[src/rtl/pwm_pkg.sv]
// Shared constants and types for the PWM duty generator family.
// Contents: default counter modulus/width and the duty value type.
// Imported by pwm_period_counter and pwm_duty_gen.
package pwm_pkg;

   localparam int PERIOD_DEFAULT = 14;
   localparam int CW_DEFAULT     = 4;

   // Duty / count value at the default width.
   typedef logic [CW_DEFAULT-1:0] duty_t;

endpackage : pwm_pkg

[src/rtl/pwm_period_counter.sv]
// Free-running mod-PERIOD counter with enable, synchronous active-high reset
// and a wrap flag; also exposes the next-state count for registered compares.
// Ports: clk, reset, en_i (count enable), count_o, count_nxt_o, wrap_o.
module pwm_period_counter
   import pwm_pkg::*;
#(
   parameter int PERIOD = PERIOD_DEFAULT,
   parameter int CW     = CW_DEFAULT
) (
   input  logic          clk,
   input  logic          reset,
   input  logic          en_i,
   output logic [CW-1:0] count_o,
   output logic [CW-1:0] count_nxt_o,
   output logic          wrap_o
);

   localparam logic [CW-1:0] LAST = CW'(PERIOD - 1);

   logic [CW-1:0] count_q;
   logic [CW-1:0] count_d;

   // Wrap only counts when the counter is actually advancing.
   assign wrap_o = en_i & (count_q == LAST);

   always_comb begin
      count_d = count_q;
      if (en_i) begin
         count_d = wrap_o ? '0 : count_q + CW'(1);
      end
   end

   always_ff @(posedge clk) begin
      if (reset) begin
         count_q <= '0;
      end else begin
         count_q <= count_d;
      end
   end

   assign count_o     = count_q;
   assign count_nxt_o = count_d;

endmodule : pwm_period_counter

[src/rtl/pwm_duty_gen.sv]
// Variable-duty PWM generator: mod-PERIOD counter compared against a
// double-buffered duty register; new duty values take effect at a period boundary.
// Ports: clk, reset (sync, active-high), w (count enable), duty_in/duty_load
// (duty request + strobe), pwm_out, count, period_end, duty_pending.
// Build option: PWM_POLARITY_INV_EN inverts pwm_out and makes its idle level high.
module pwm_duty_gen
   import pwm_pkg::*;
#(
   parameter int PERIOD = PERIOD_DEFAULT,
   parameter int CW     = CW_DEFAULT
) (
   input  logic          clk,
   input  logic          reset,
   input  logic          w,
   input  logic [CW-1:0] duty_in,
   input  logic          duty_load,
   output logic          pwm_out,
   output logic [CW-1:0] count,
   output logic          period_end,
   output logic          duty_pending
);

   localparam logic [CW-1:0] PERIOD_C = CW'(PERIOD);

`ifdef PWM_POLARITY_INV_EN
   localparam logic PWM_IDLE = 1'b1;
`else
   localparam logic PWM_IDLE = 1'b0;
`endif

   logic [CW-1:0] count_nxt;
   logic          wrap;

   logic [CW-1:0] duty_active_q, duty_active_d;
   logic [CW-1:0] duty_shadow_q, duty_shadow_d;
   logic          duty_pending_q, duty_pending_d;
   logic          pwm_q, pwm_d;
   logic          period_end_q, period_end_d;
   logic [CW-1:0] dclamp;
   logic          on_cmp;

   pwm_period_counter #(
      .PERIOD (PERIOD),
      .CW     (CW)
   ) u_counter (
      .clk         (clk),
      .reset       (reset),
      .en_i        (w),
      .count_o     (count),
      .count_nxt_o (count_nxt),
      .wrap_o      (wrap)
   );

   // Anything above a full period means "always on".
   assign dclamp = (duty_in > PERIOD_C) ? PERIOD_C : duty_in;

   always_comb begin
      duty_active_d  = duty_active_q;
      duty_shadow_d  = duty_shadow_q;
      duty_pending_d = duty_pending_q;
      if (wrap) begin
         // A load coinciding with the boundary bypasses the shadow.
         if (duty_load) begin
            duty_active_d = dclamp;
         end else if (duty_pending_q) begin
            duty_active_d = duty_shadow_q;
         end
         duty_pending_d = 1'b0;
      end else if (duty_load) begin
         duty_shadow_d  = dclamp;
         duty_pending_d = 1'b1;
      end
   end

   // Compare on next-state values so the registered output lines up with
   // count. With w=0 both operands hold, so the output holds without a
   // separate enable.
   assign on_cmp = (count_nxt < duty_active_d);

`ifdef PWM_POLARITY_INV_EN
   assign pwm_d = ~on_cmp;
`else
   assign pwm_d = on_cmp;
`endif

   assign period_end_d = wrap;

   always_ff @(posedge clk) begin
      if (reset) begin
         duty_active_q  <= '0;
         duty_shadow_q  <= '0;
         duty_pending_q <= 1'b0;
         pwm_q          <= PWM_IDLE;
         period_end_q   <= 1'b0;
      end else begin
         duty_active_q  <= duty_active_d;
         duty_shadow_q  <= duty_shadow_d;
         duty_pending_q <= duty_pending_d;
         pwm_q          <= pwm_d;
         period_end_q   <= period_end_d;
      end
   end

   assign pwm_out      = pwm_q;
   assign period_end   = period_end_q;
   assign duty_pending = duty_pending_q;

endmodule : pwm_duty_gen
[config.mk]
export PLATFORM = sky130hd
export DESIGN_NAME = pwm_duty_gen
export DESIGN_NICKNAME = d
export VERILOG_FILES = /design/src/rtl/pwm_pkg.sv /design/src/rtl/pwm_period_counter.sv /design/src/rtl/pwm_duty_gen.sv
export SDC_FILE = /design/constraint.sdc
export NUM_CORES = 1
export LEC_CHECK = 0
export ABC_AREA = 1
export BUFFER_PORTS_ARGS = -buffer_cell sky130_fd_sc_hd__buf_2
export CAP_MARGIN = 30
export CELL_PAD_IN_SITES_DETAIL_PLACEMENT = 1
export CELL_PAD_IN_SITES_GLOBAL_PLACEMENT = 2
export CORE_MARGIN = 2
export CORE_UTILIZATION = 29
export DETAILED_ROUTE_END_ITERATION = 10
export GPL_ROUTABILITY_DRIVEN = 0
export PLACE_DENSITY = 0.83
export SYNTH_ARGS = -nofsm -noshare
export SYNTH_HDL_FRONTEND = slang
export SYNTH_SLANG_ARGS = --single-unit
[constraint.sdc]
create_clock -name clk -period 2.5 [get_ports clk]
set_clock_uncertainty 0.2 [all_clocks]
set_input_delay 0.625 -clock clk [delete_from_list [all_inputs] [get_ports clk]]
set_output_delay 0.625 -clock clk [all_outputs]
set_load 0.05 [all_outputs]
==> results of run 1 <==
cell families after synthesis:
group | synth area share
AND/OR/NAND/NOR | 0.267
buffers and inverters | 0.0949
AO/OA/AOI/OAI | 0.152
flip-flops | 0.393
adder cells (fa/ha/maj) | 0.0818
XOR/XNOR | 0.0115
synth_stat cells, drive strengths merged:
cell type	number
nor3	1
dfxtp	15
inv	17
nand3	3
a211oi	3
or2	1
nor2	16
xor2	1
nand4	1
a21oi	5
clkbuf	1
a211o	1
nand2	24
o22ai	2
o21ai	4
ha	5
a22o	1
final timing paths:
check | start | end | cells after the start
worst max register to register | u_counter.count_o[0]$_SDFF_PP0_ | pwm_out$_SDFF_PP0_ | 9
worst max-delay path | u_counter.count_o[0]$_SDFF_PP0_ | pwm_out$_SDFF_PP0_ | 9
worst min register to register | duty_shadow_q[2]$_SDFFE_PP0P_ | duty_shadow_q[2]$_SDFFE_PP0P_ | 2
worst min-delay path | duty_shadow_q[2]$_SDFFE_PP0P_ | duty_shadow_q[2]$_SDFFE_PP0P_ | 2
registers in the layout, indices dropped and copies added (netlist names):
signal and flops:
duty_pending 1, period_end 1, pwm_out 1, duty_active_q 4, duty_shadow_q 4, u_counter.count_o 4
per-layer routing:
layer	global-route usage	vias up	part of all wire
li1	-	353	-
met1	0.148	329	0.49
met2	0.196	3	0.49
met3	0.0211	2	0.017
met4	0.0523	0	0.0059
met5	0	-	0
per-stage QoR:
stage | util | hold slack [ns]
after floorplan | - | 0.242
after global placement | 0.351 | 0.261
after detailed placement | 0.351 | 0.266
after CTS | 0.361 | 0.282
after global routing | 0.361 | 0.304
final | 0.361 | 0.277
tightest hold or removal path, delay by kind of cell, from the launching register on:
kind | cells | cell delay, ns
compound gates | 1 | 0.05
flops | 1 | 0.32
simple gates | 1 | 0.06
power by group through the flow:
stage	logic, µW	clock network [µW]	registers, µW
3_3_place_gp	73.7	0	260
3_5_place_dp	76.6	0	261
4_1_cts	76.8	151	255
2_1_floorplan	35.7	0	276
5_1_grt	84.1	158	257
6_report	75.7	141	254
cell type report:
| cell class | instances | share of cell area |
|---|---|---|
| timing repair buffer | 14 | 0.0783 |
| multi-input combinational | 68 | 0.438 |
| tap | 30 | 0.0420 |
| inverter | 17 | 0.0769 |
| clock buffer | 4 | 0.0294 |
| sequential | 15 | 0.336 |
==> flow_results.org, run 1 <==
** Run status
- The flow ran to the end, and the final reports show no timing, DRC or antenna violations.

** Cells and area
- In the final layout, the share of cells above drive strength 1 is 0.220.
- Registers take 300 µm².
- Final antenna diode count :: 0
- Most frequent cells in the layout :: 22 x sky130_fd_sc_hd__nand2_1, 15 x sky130_fd_sc_hd__inv_1, 15 x sky130_fd_sc_hd__nor2_1, 15 x sky130_fd_sc_hd__dfxtp_1, 14 x sky130_fd_sc_hd__buf_2
- The finished cells cover 895 µm².
- Footprint of the multi-input gates :: 392 µm²
- Compared with the post-synthesis result, the final layout area differs by 17.0%.
- Leaving out fill and tap cells, the most frequent cell in the layout is sky130_fd_sc_hd__nand2_1.
- Non-filler instance count after layout :: 148
- Number of nets at the end of the flow :: 132
- The layout has 327 filler cells.

** Global routing
- Entering global routing, the biggest net connects 16 pins.
- The first global-routing pass estimated 2900 µm of wire.
- Via count of the first global-routing pass :: 666
- Initial antenna violation count :: 0
- Total congestion overflow :: 0
- Across every metal layer, demand over resource in global routing totals 0.118.

** Floorplan
- The initial utilization of the core area, before any placement, comes to 0.309.
- Die W :: 55.3 µm
- Height of the die :: 55.3 µm
- Placeable core region :: 2480 µm²
- Top Ports :: 15
- The floorplan has 18 rows.
- The floorplan step defined a die boundary enclosing 3060 µm².

** Yosys
- Gate count after technology mapping :: 101
- Warnings, synthesis :: 0
- Number of register bits inferred by synthesis :: 15
- Synth top area cells :: sky130_fd_sc_hd__dfxtp_1 39%, sky130_fd_sc_hd__nand2_1 11%, sky130_fd_sc_hd__ha_1 8.2%, sky130_fd_sc_hd__inv_1 7.4%, sky130_fd_sc_hd__nor2_1 7.4%
- Mean area per synthesized cell :: 7.57 µm²
- The mapped netlist covers 764 µm².
- When the netlist entered floorplanning its net count stood at 114.
- The share of the Yosys chip area taken by registers is 0.393.
- Proportion of netlist area held by the largest area contributor :: 0.393
- The biggest area contributor in the post-synthesis netlist is sky130_fd_sc_hd__dfxtp_1.
- The netlist uses 24 different library cells.

** Placement
- Buffers placed on the I/O ports in this run total 14.
- Post-placement worst setup slack :: 0.156 ns
- The HPWL after detailed placement is 1350 µm.
- Summing all placed instances gives a cell area of 868 µm².
- The number of placed instances, taps included, is 144.

** CTS
- After clock tree synthesis, the flow added hold-fix buffers numbering 0.
- # Post-CTS Setup Buffers :: 0
- CTS placed an instance of sky130_fd_sc_hd__clkbuf_4 at the clock tree root.
- Clock insertion delay at the later pin of the skew report :: 0.28 ns
- Clock-pin slew on the worst setup and hold paths :: 0.09 ns
- TritonCTS clock tree :: yes
- Number of buffers created by CTS :: 3
- The clock passes through at most 2 buffers.
- Post-cts gate resize count :: 0
- Clk sinks :: 15
- Number of levels in the clock H-tree :: 1

** Drt
- Drt total wl :: 1690 µm
- In the final routed layout, each cell accounts on average for 11.4 µm.
- Detailed Routing Iterations Pass 1 :: 3
- Dividing the detail-routed via count by the number of cells gives 4.64.
- Iteration-0 DRC count of the detailed router :: 9
- Antenna Nets Post-Route :: 0
- Drc violations :: 0
- The detailed router placed 687 vias in this run.

** Worst setup path
- Most prevalent standard cell on the critical path :: sky130_fd_sc_hd__ha_1
- Critical path peak fanout :: 10
- STA classifies the critical path startpoint as a register.
- The critical path goes through ha_1 -> nand2_2 -> nor2_8 -> o21ai_2 -> inv_1 -> o21ai_0 -> ha_1 -> a211o_1 -> a21oi_2.
- Setup slack on the worst reg-to-reg path comes out at 0.33 ns.
- Arrival time at the worst endpoint :: 2.19 ns
- The largest individual stage delay along the critical path comes from the cell sky130_fd_sc_hd__dfxtp_1.
- WP buf/inv :: 1
- The largest single stage delay on the critical path is 0.44 ns.
- In this design, the largest share of critical-path delay is due to compound AO/OA/AOI/OAI gates.
- The worst setup path is captured at a register.
- The setup path with the least slack is of type reg -> reg.
- Data on the critical path is required at its endpoint by 2.52 ns.

** Timing
- RSZ-0062 raised after global routing :: no
- Setup Total Neg Slack :: 0 ns
- The final number of max-transition violations is 0.
- Clock period minus worst slack :: 2.17 ns
- For the pin with the worst max-slew slack, the measured transition is 0.476 ns.
- Count of final setup violators :: 0
- Final hold viol count :: 0
- Of the available clock period, the critical path in the final layout requires 0.867.
- After layout, the worst setup slack is 0.332 ns.
- Measured against its own limit, the worst slew margin works out to 0.682.
- Fmax :: 461 MHz

** Pwr
- Total power for the finished layout comes to 471 µW.
- The internal power of the cells totals 333 µW.
- Clock network power share :: 0.299
- The share of total power dissipated in sequential elements is 0.540.
- Summed over all nets, the switching power comes to 138 µW.
- Combinational Power Share :: 0.161
- The worst-case IR drop observed on VDD is 0.265 mV.
- Share of total power consumed by net switching :: 0.292
- Power spread over the standard cell area amounts to 527 nW/µm².
- Pleak :: 0.000466 µW

** Min path
- The min-delay analysis places its worst path in the category reg -> reg.

** Flow run
- Count of max-cap constraint violations :: 0
Note: power is estimated with default switching activity, not from simulation.
==> run 2: changes to the inputs <==
==> constraint.sdc (replaced) <==
create_clock -name clk -period 2.5 [get_ports clk]
set_clock_uncertainty 0.2 [all_clocks]
set_input_delay 0.125 -clock clk [delete_from_list [all_inputs] [get_ports clk]]
set_output_delay 0.125 -clock clk [all_outputs]
set_load 0.05 [all_outputs]
==> run 2 against run 1 <==
  * Die area did not move
  * Critical path depth did not move
  * Critical path type unchanged
  * First-iteration DRC count is 44% lower
  * Combinational power rose by 8.5%
  * Sequential cell count unchanged
  * Maximum frequency down 0.27%
  * Power grew 1.5%
  * Non-clock buffer count increased by 6
  * Worst hold slack worse by 0.22 ns
  * Final cell count up 4.1%
  * Critical endpoint unchanged
  * Sequential power barely moved
==> flow_results.org, run 2 (synthesis results as in run 1) <==
** Run status
- The flow ran to the end, and the final reports show no timing, DRC or antenna violations.

** Timing
- Worst-Margin Slew :: 0.424 ns (-0.0518 ns)
- Setup repair after global routing left no endpoint under its margin.
- The worst slew slack as a fraction of its limit came to 0.716 (+0.0346).
- Post-route fraction of the period consumed by the critical path :: 0.870 (+0.00232)
- The final-report hold violation count was 0 (unchanged).
- The setup violation total in the final timing report was 0 (unchanged).
- Fmax :: 460 MHz (-0.27%)
- The total negative slack came to 0 ns (unchanged).
- The final number of max-transition violations is 0 (unchanged).
- Clock period minus worst slack :: 2.17 ns (+0.00580 ns)

** CTS
- CTS placed an instance of sky130_fd_sc_hd__clkbuf_4 at the clock tree root.
- The H-tree depth reported by CTS came to 1 (unchanged).
- The buffers inserted during post-CTS setup optimization came to 0 (unchanged).
- Post-cts gate resize count :: 0 (unchanged)
- The TritonCTS buffer count is 3 (unchanged).
- TritonCTS clock tree :: yes
- The clock-pin slew on the worst setup and hold paths was 0.09 ns (about the same).
- The sink count of the clock tree is 15 (unchanged).
- Clock Path Buffers :: 2 (unchanged)
- The clock latency at the later pin of the worst-skew pair came to 0.29 ns (about the same).

** Placement
- The total placed instance area was 868 µm² (unchanged).
- The sum of net half-perimeters after detailed placement is 1340 µm (-0.33%).
- The number of buffer cells added on primary ports was 14 (unchanged).

** Floorplan
- The cell row count came to 18 (unchanged).
- The standard cell core area came to 2480 µm² (unchanged).
- Top Ports :: 15 (unchanged)
- The die extent in y came to 55.3 µm (unchanged).
- Die W :: 55.3 µm (unchanged)
- Initial Util :: 0.309 (unchanged)
- Die area :: 3060 µm² (unchanged)

** Worst setup path
- The maximum fanout along the worst path is 10 (unchanged).
- Worst Setup Path Type :: reg -> reg
- Among all stages on the critical path, the largest delay is contributed by sky130_fd_sc_hd__dfxtp_1.
- The required time of the critical path is 2.53 ns (about the same).
- STA classifies the critical path startpoint as a register.
- The total buffers and inverters traversed by the critical path came to 1 (unchanged).
- The kind of cell with the highest combined delay along the critical path is compound AO/OA/AOI/OAI gates.
- The biggest cell delay along the critical path is 0.44 ns (about the same).
- Critical Path, Cell by Cell :: ha_1 -> nand2_2 -> nor2_8 -> o21ai_2 -> inv_1 -> o21ai_0 -> ha_1 -> a211o_1 -> a21oi_2
- Arrival time at the worst endpoint :: 2.20 ns (about the same)
- Among the stages of the critical path, the cell type that occurs most often is sky130_fd_sc_hd__ha_1.
- Endpoint kind of the worst setup timing path :: register

** Global routing
- Largest net degree at the start of global routing :: 16 (unchanged)
- The first-pass GRT wire length was 3280 µm (+13%).
- The initial antenna violation count is 0 (unchanged).
- The number of global-route vias before repair was 748 (+12%).
- Total congestion overflow :: 0 (unchanged)
- The global-route total usage across every layer is 0.135 (+0.0174).

** Cells and area
- Fraction of layout instances using a drive strength above 1 :: 0.210 (-0.0107)
- The filler cell count in the final layout was 346 (+5.8%).
- Area growth from synthesis to final layout :: 24.9%
- Footprint of the multi-input gates :: 392 µm² (unchanged)
- The net total in the final layout came to 138 (+4.5%).
- Most frequent cells in the layout :: 22 x sky130_fd_sc_hd__nand2_1, 15 x sky130_fd_sc_hd__inv_1, 15 x sky130_fd_sc_hd__nor2_1, 15 x sky130_fd_sc_hd__dfxtp_1, 14 x sky130_fd_sc_hd__buf_2
- Final antenna diode count :: 0 (unchanged)
- Area taken by flip-flops and latches :: 300 µm² (unchanged)
- Final standard cell area without fillers :: 955 µm² (+6.7%)
- Most common library cell in the layout ignoring fill and taps :: sky130_fd_sc_hd__nand2_1

** Drt
- The total wire length after detailed routing was 1800 µm (+6.6%).
- The first-pass iteration count of the detailed router came to 2 (-1).
- The violation count after the first detailed-routing iteration is 5 (-4).
- The average routed wire per standard cell is 11.7 µm (+2.4%).
- The via-per-instance ratio came to 4.51 (-2.9%).
- The total DRC errors in the routed layout is 0 (unchanged).
- The post-route antenna net violation count came to 0 (unchanged).
- The detailed-route via count is 694 (+1.0%).

** Pwr
- The total power consumption of the routed design came to 478 µW (+1.5%).
- Pleak :: 0.000492 µW (+5.4%)
- Pwr dens :: 501 nW/µm² (-4.9%)
- Largest voltage drop on the vdd net :: 0.252 mV (-4.9%)

** Min path
- Kind of path behind the tightest hold check :: in -> reg

** Flow run
- Count of max-cap constraint violations :: 0 (unchanged)
run 2: cell types whose count changed in the layout (fill, tap and decap cells not counted), sizes merged:
cell | previous run | this run
dlygate4sd3 | 0 | 6
run 2: per-layer routing:
layer  global-route usage  routed length, µm  vias to the layer above
li1                     -                  -                      366
met1                0.155                844                      319
met2                0.238                884                        6
met3               0.0492                 58                        3
met4               0.0314                 10                        0
met5                    0                  0                        -
run 2: what timing repair did:
item                                    4_1_cts  5_1_grt
endpoints found under the setup margin        0        0
hold endpoints to repair                      9        0
hold buffers                                  6        0
run 2: layout make-up:
cell class / instances / area share
clock buffers: 4 / 0.0275
inverters: 17 / 0.0721
multi-input cells: 68 / 0.410
flip-flops and latches: 15 / 0.315
well taps: 30 / 0.0393
repair buffers: 20 / 0.136
run 2: stage by stage:
stage	worst slack (ns)	std cells	hold WS, ns	util
after global routing	0.160	154	0.0878	0.385
final	0.326	154	0.0572	0.385
after detailed placement	0.350	144	0.211	0.351
after floorplan	0.127	101	0.00347	-
after global placement	0.434	144	0.204	0.351
after CTS	0.314	154	0.0341	0.385
run 2: worst paths after layout:
check	from	end	slack [ns]	cells after the start
max	u_counter.count_o[0]$_SDFF_PP0_	pwm_out$_SDFF_PP0_	0.33	9
min	w	u_counter.count_o[1]$_SDFF_PP0_	0.06	4
max reg2reg	u_counter.count_o[0]$_SDFF_PP0_	pwm_out$_SDFF_PP0_	0.33	9
min reg2reg	duty_shadow_q[3]$_SDFFE_PP0P_	duty_shadow_q[3]$_SDFFE_PP0P_	0.27	2
run 2: power by group:
group          internal [µW]  switching (µW)  leakage (µW)
sequential               248            6.93      0.000123
combinational           29.5            52.6      0.000354
clock                   62.1            79.3     0.0000150
run 2: worst reg2reg max path, cell delays in order, from the launching register on:
cell	delay (ns)
sky130_fd_sc_hd__dfxtp_1	0.44
sky130_fd_sc_hd__ha_1	0.20
sky130_fd_sc_hd__nand2_2	0.09
sky130_fd_sc_hd__nor2_8	0.19
sky130_fd_sc_hd__o21ai_2	0.11
sky130_fd_sc_hd__inv_1	0.08
sky130_fd_sc_hd__o21ai_0	0.11
sky130_fd_sc_hd__ha_1	0.31
sky130_fd_sc_hd__a211o_1	0.30
sky130_fd_sc_hd__a21oi_2	0.09
==> run 3: changes to the inputs <==
- CELL_PAD_IN_SITES_DETAIL_PLACEMENT: 1 -> unset
- CELL_PAD_IN_SITES_GLOBAL_PLACEMENT: 2 -> unset
- CORE_UTILIZATION: 29 -> 45
- PLACE_DENSITY: 0.83 -> 0.75
==> run 3 against run 2 <==
  * Design area down 2.9%
  * Maximum frequency up 2.0%
  * Highest routed layer unchanged
  * Sequential cell count unchanged
  * Worst setup slack improved by 0.044 ns
  * Register-to-register slack better by 0.04 ns
  * Final cell count is 9.7% lower
==> flow_results.org, run 3 (synthesis results as in run 1) <==
** Timing
- The setup slack of the critical path after layout is 0.370 ns (+0.0436 ns).
- The final-report hold violation count is 0 (unchanged).
- Post-route fraction of the period consumed by the critical path :: 0.852 (-0.0174)
- Clock period minus worst slack :: 2.13 ns (-0.0436 ns)
- The final number of max-transition violations is 0 (unchanged).
- The worst slew slack as a fraction of its limit came to 0.709 (-0.00773).
- Fmax :: 469 MHz (+2.0%)
- Setup Total Neg Slack :: 0 ns (unchanged)
- RSZ-0062 raised after global routing :: no
- The actual slew at the worst max-slew pin came to 0.435 ns (+0.0116 ns).
- Count of final setup violators :: 0 (unchanged)

** CTS
- Clk sinks :: 15 (unchanged)
- Clock Path Buffers :: 2 (unchanged)
- The tree is rooted in a sky130_fd_sc_hd__clkbuf_4.
- Clock insertion delay at the later pin of the skew report :: 0.27 ns (-0.02 ns)
- Number of levels in the clock H-tree :: 1 (unchanged)
- The buffers inserted during post-CTS setup optimization came to 0 (unchanged).
- The number of hold-repair buffers added at the cts stage is 5 (-1).
- The clock-pin slew on the worst setup and hold paths is 0.09 ns (about the same).
- The post-cts sizing count is 0 (unchanged).
- TritonCTS clock tree :: yes
- Number of buffers created by CTS :: 3 (unchanged)

** Worst setup path
- STA classifies the critical path startpoint as a register.
- Data required time of the worst path :: 2.51 ns (-0.02 ns)
- Worst Setup Path Type :: reg -> reg
- The maximum fanout along the worst path is 10 (unchanged).
- The worst endpoint data arrival time was 2.14 ns (-0.06 ns).
- The worst setup path is captured at a register.

** Placement
- The pre-CTS setup slack was 0.387 ns (+0.0370 ns).
- The total placed cells including tap cells was 130 (-9.7%).
- Post-detailed-placement half-perimeter wirelength :: 1070 µm (-20%)
- IO Port Bufs :: 14 (unchanged)

** Drt
- The total DRC errors in the routed layout came to 0 (unchanged).
- Via density :: 4.88 (+8.4%)
- Routed wirelength normalized by instance count :: 10.5 µm (-9.9%)
- Number of vias after detailed routing :: 679 (-2.2%)
- Detailed Routing Iterations Pass 1 :: 4 (+2)
- The total wire length after detailed routing was 1460 µm (-19%).
- Antenna Nets Post-Route :: 0 (unchanged)
- The violation count after the first detailed-routing iteration came to 11 (+6).

** Cells and area
- Area taken by flip-flops and latches :: 300 µm² (unchanged)
- The filler cell count in the final layout was 130 (-62%).
- Area growth from synthesis to final layout :: 21.3%
- The antenna cell count came to 0 (unchanged).
- Footprint of the multi-input gates :: 392 µm² (unchanged)
- Most frequent cells in the layout :: 22 x sky130_fd_sc_hd__nand2_1, 15 x sky130_fd_sc_hd__inv_1, 15 x sky130_fd_sc_hd__nor2_1, 15 x sky130_fd_sc_hd__dfxtp_1, 14 x sky130_fd_sc_hd__buf_2
- Number of nets at the end of the flow :: 137 (-0.72%)
- Fraction of layout instances using a drive strength above 1 :: 0.211 (+0.00170)
- Non-filler instance count after layout :: 139 (-9.7%)
- Share of the core filled with cells :: 0.601 (+0.216)
- The library cell used most frequently in the layout, excluding fill and tap cells, is sky130_fd_sc_hd__nand2_1.

** Min path
- The tightest min-delay check is of the in -> reg type.

** Pwr
- Power consumption :: 469 µW (-2.0%)
- Pwr dens :: 505 nW/µm² (+0.91%)
- Pleak :: 0.000487 µW (-0.85%)
- Largest voltage drop on the vdd net :: 0.463 mV (+84%)

** Global routing
- The aggregate global routing overflow came to 0 (unchanged).
- Global router's overall resource usage :: 0.173 (+0.0381)
- Initial antenna violation count :: 0 (unchanged)
- The first-pass GRT wire length was 2560 µm (-22%).
- The number of global-route vias before repair is 612 (-18%).
- Largest net degree at the start of global routing :: 16 (unchanged)

** Floorplan
- Top Ports :: 15 (unchanged)
- The starting utilization of the core area was 0.496 (+0.187).
- Number of standard-cell rows in the floorplan :: 14 (-4)
- Die area :: 2040 µm² (-33%)
- The standard cell core area came to 1540 µm² (-38%).
- The die extent in y came to 45.2 µm (-18%).
- The width of the die was 45.2 µm (-18%).

** Run status
- Run status :: finished clean

** Flow run
- The number of violations of the max-capacitance limit came to 0 (unchanged).
[run 3: cell types whose count changed in the layout (fill, tap and decap cells not counted)]
cell,change
sky130_fd_sc_hd__dlygate4sd3_1,-1
[run 3: per-layer routing]
metal / up-vias / GRT usage / wire [µm] / share of wire
li1: 363 / - / - / -
met1: 310 / 0.222 / 755 / 0.52
met2: 4 / 0.283 / 657 / 0.45
met3: 2 / 0.0480 / 28 / 0.019
met4: 0 / 0.0529 / 19 / 0.013
met5: - / 0 / 0 / 0
[run 3: metrics by stage]
step	hold WS (ns)	area (µm²)
floorplan	0.00347	764
global placement	0.202	851
detailed placement	0.208	851
CTS	0.0267	927
global route	0.0548	927
finish	0.0408	927
[run 3: area by class of cell]
type / count / area share
clock buffers: 4 / 0.0283
inverters: 17 / 0.0742
multi-input cells: 68 / 0.422
flip-flops and latches: 15 / 0.324
well taps: 16 / 0.0216
repair buffers: 19 / 0.130
[run 3: power breakdown]
group	internal [µW]	leakage, µW	total [µW]	switching, µW
Combinational	28.6	0.000350	79.8	51.2
Sequential	248	0.000123	254	6.63
Clock	61.7	0.0000150	134	72.7
Total	338	0.000487	469	131
[run 3: worst paths after layout]
path / cells after the start / end / startpoint / slack [ns]
max: 10 / pwm_out$_SDFF_PP0_ / u_counter.count_o[1]$_SDFF_PP0_ / 0.37
min: 3 / duty_pending$_SDFFE_PP0P_ / duty_load / 0.04
max reg2reg: 10 / pwm_out$_SDFF_PP0_ / u_counter.count_o[1]$_SDFF_PP0_ / 0.37
min reg2reg: 2 / duty_shadow_q[2]$_SDFFE_PP0P_ / duty_shadow_q[2]$_SDFFE_PP0P_ / 0.28
[run 3: critical path, cell delays in order (launching register included)]
cell and delay (ns):
sky130_fd_sc_hd__dfxtp_1 0.39, sky130_fd_sc_hd__inv_1 0.06, sky130_fd_sc_hd__ha_1 0.19, sky130_fd_sc_hd__nand2_2 0.11
sky130_fd_sc_hd__nor2_8 0.07, sky130_fd_sc_hd__o21ai_2 0.08, sky130_fd_sc_hd__inv_1 0.07, sky130_fd_sc_hd__o21ai_0 0.23
sky130_fd_sc_hd__ha_1 0.29, sky130_fd_sc_hd__a211o_1 0.30, sky130_fd_sc_hd__a21oi_2 0.09
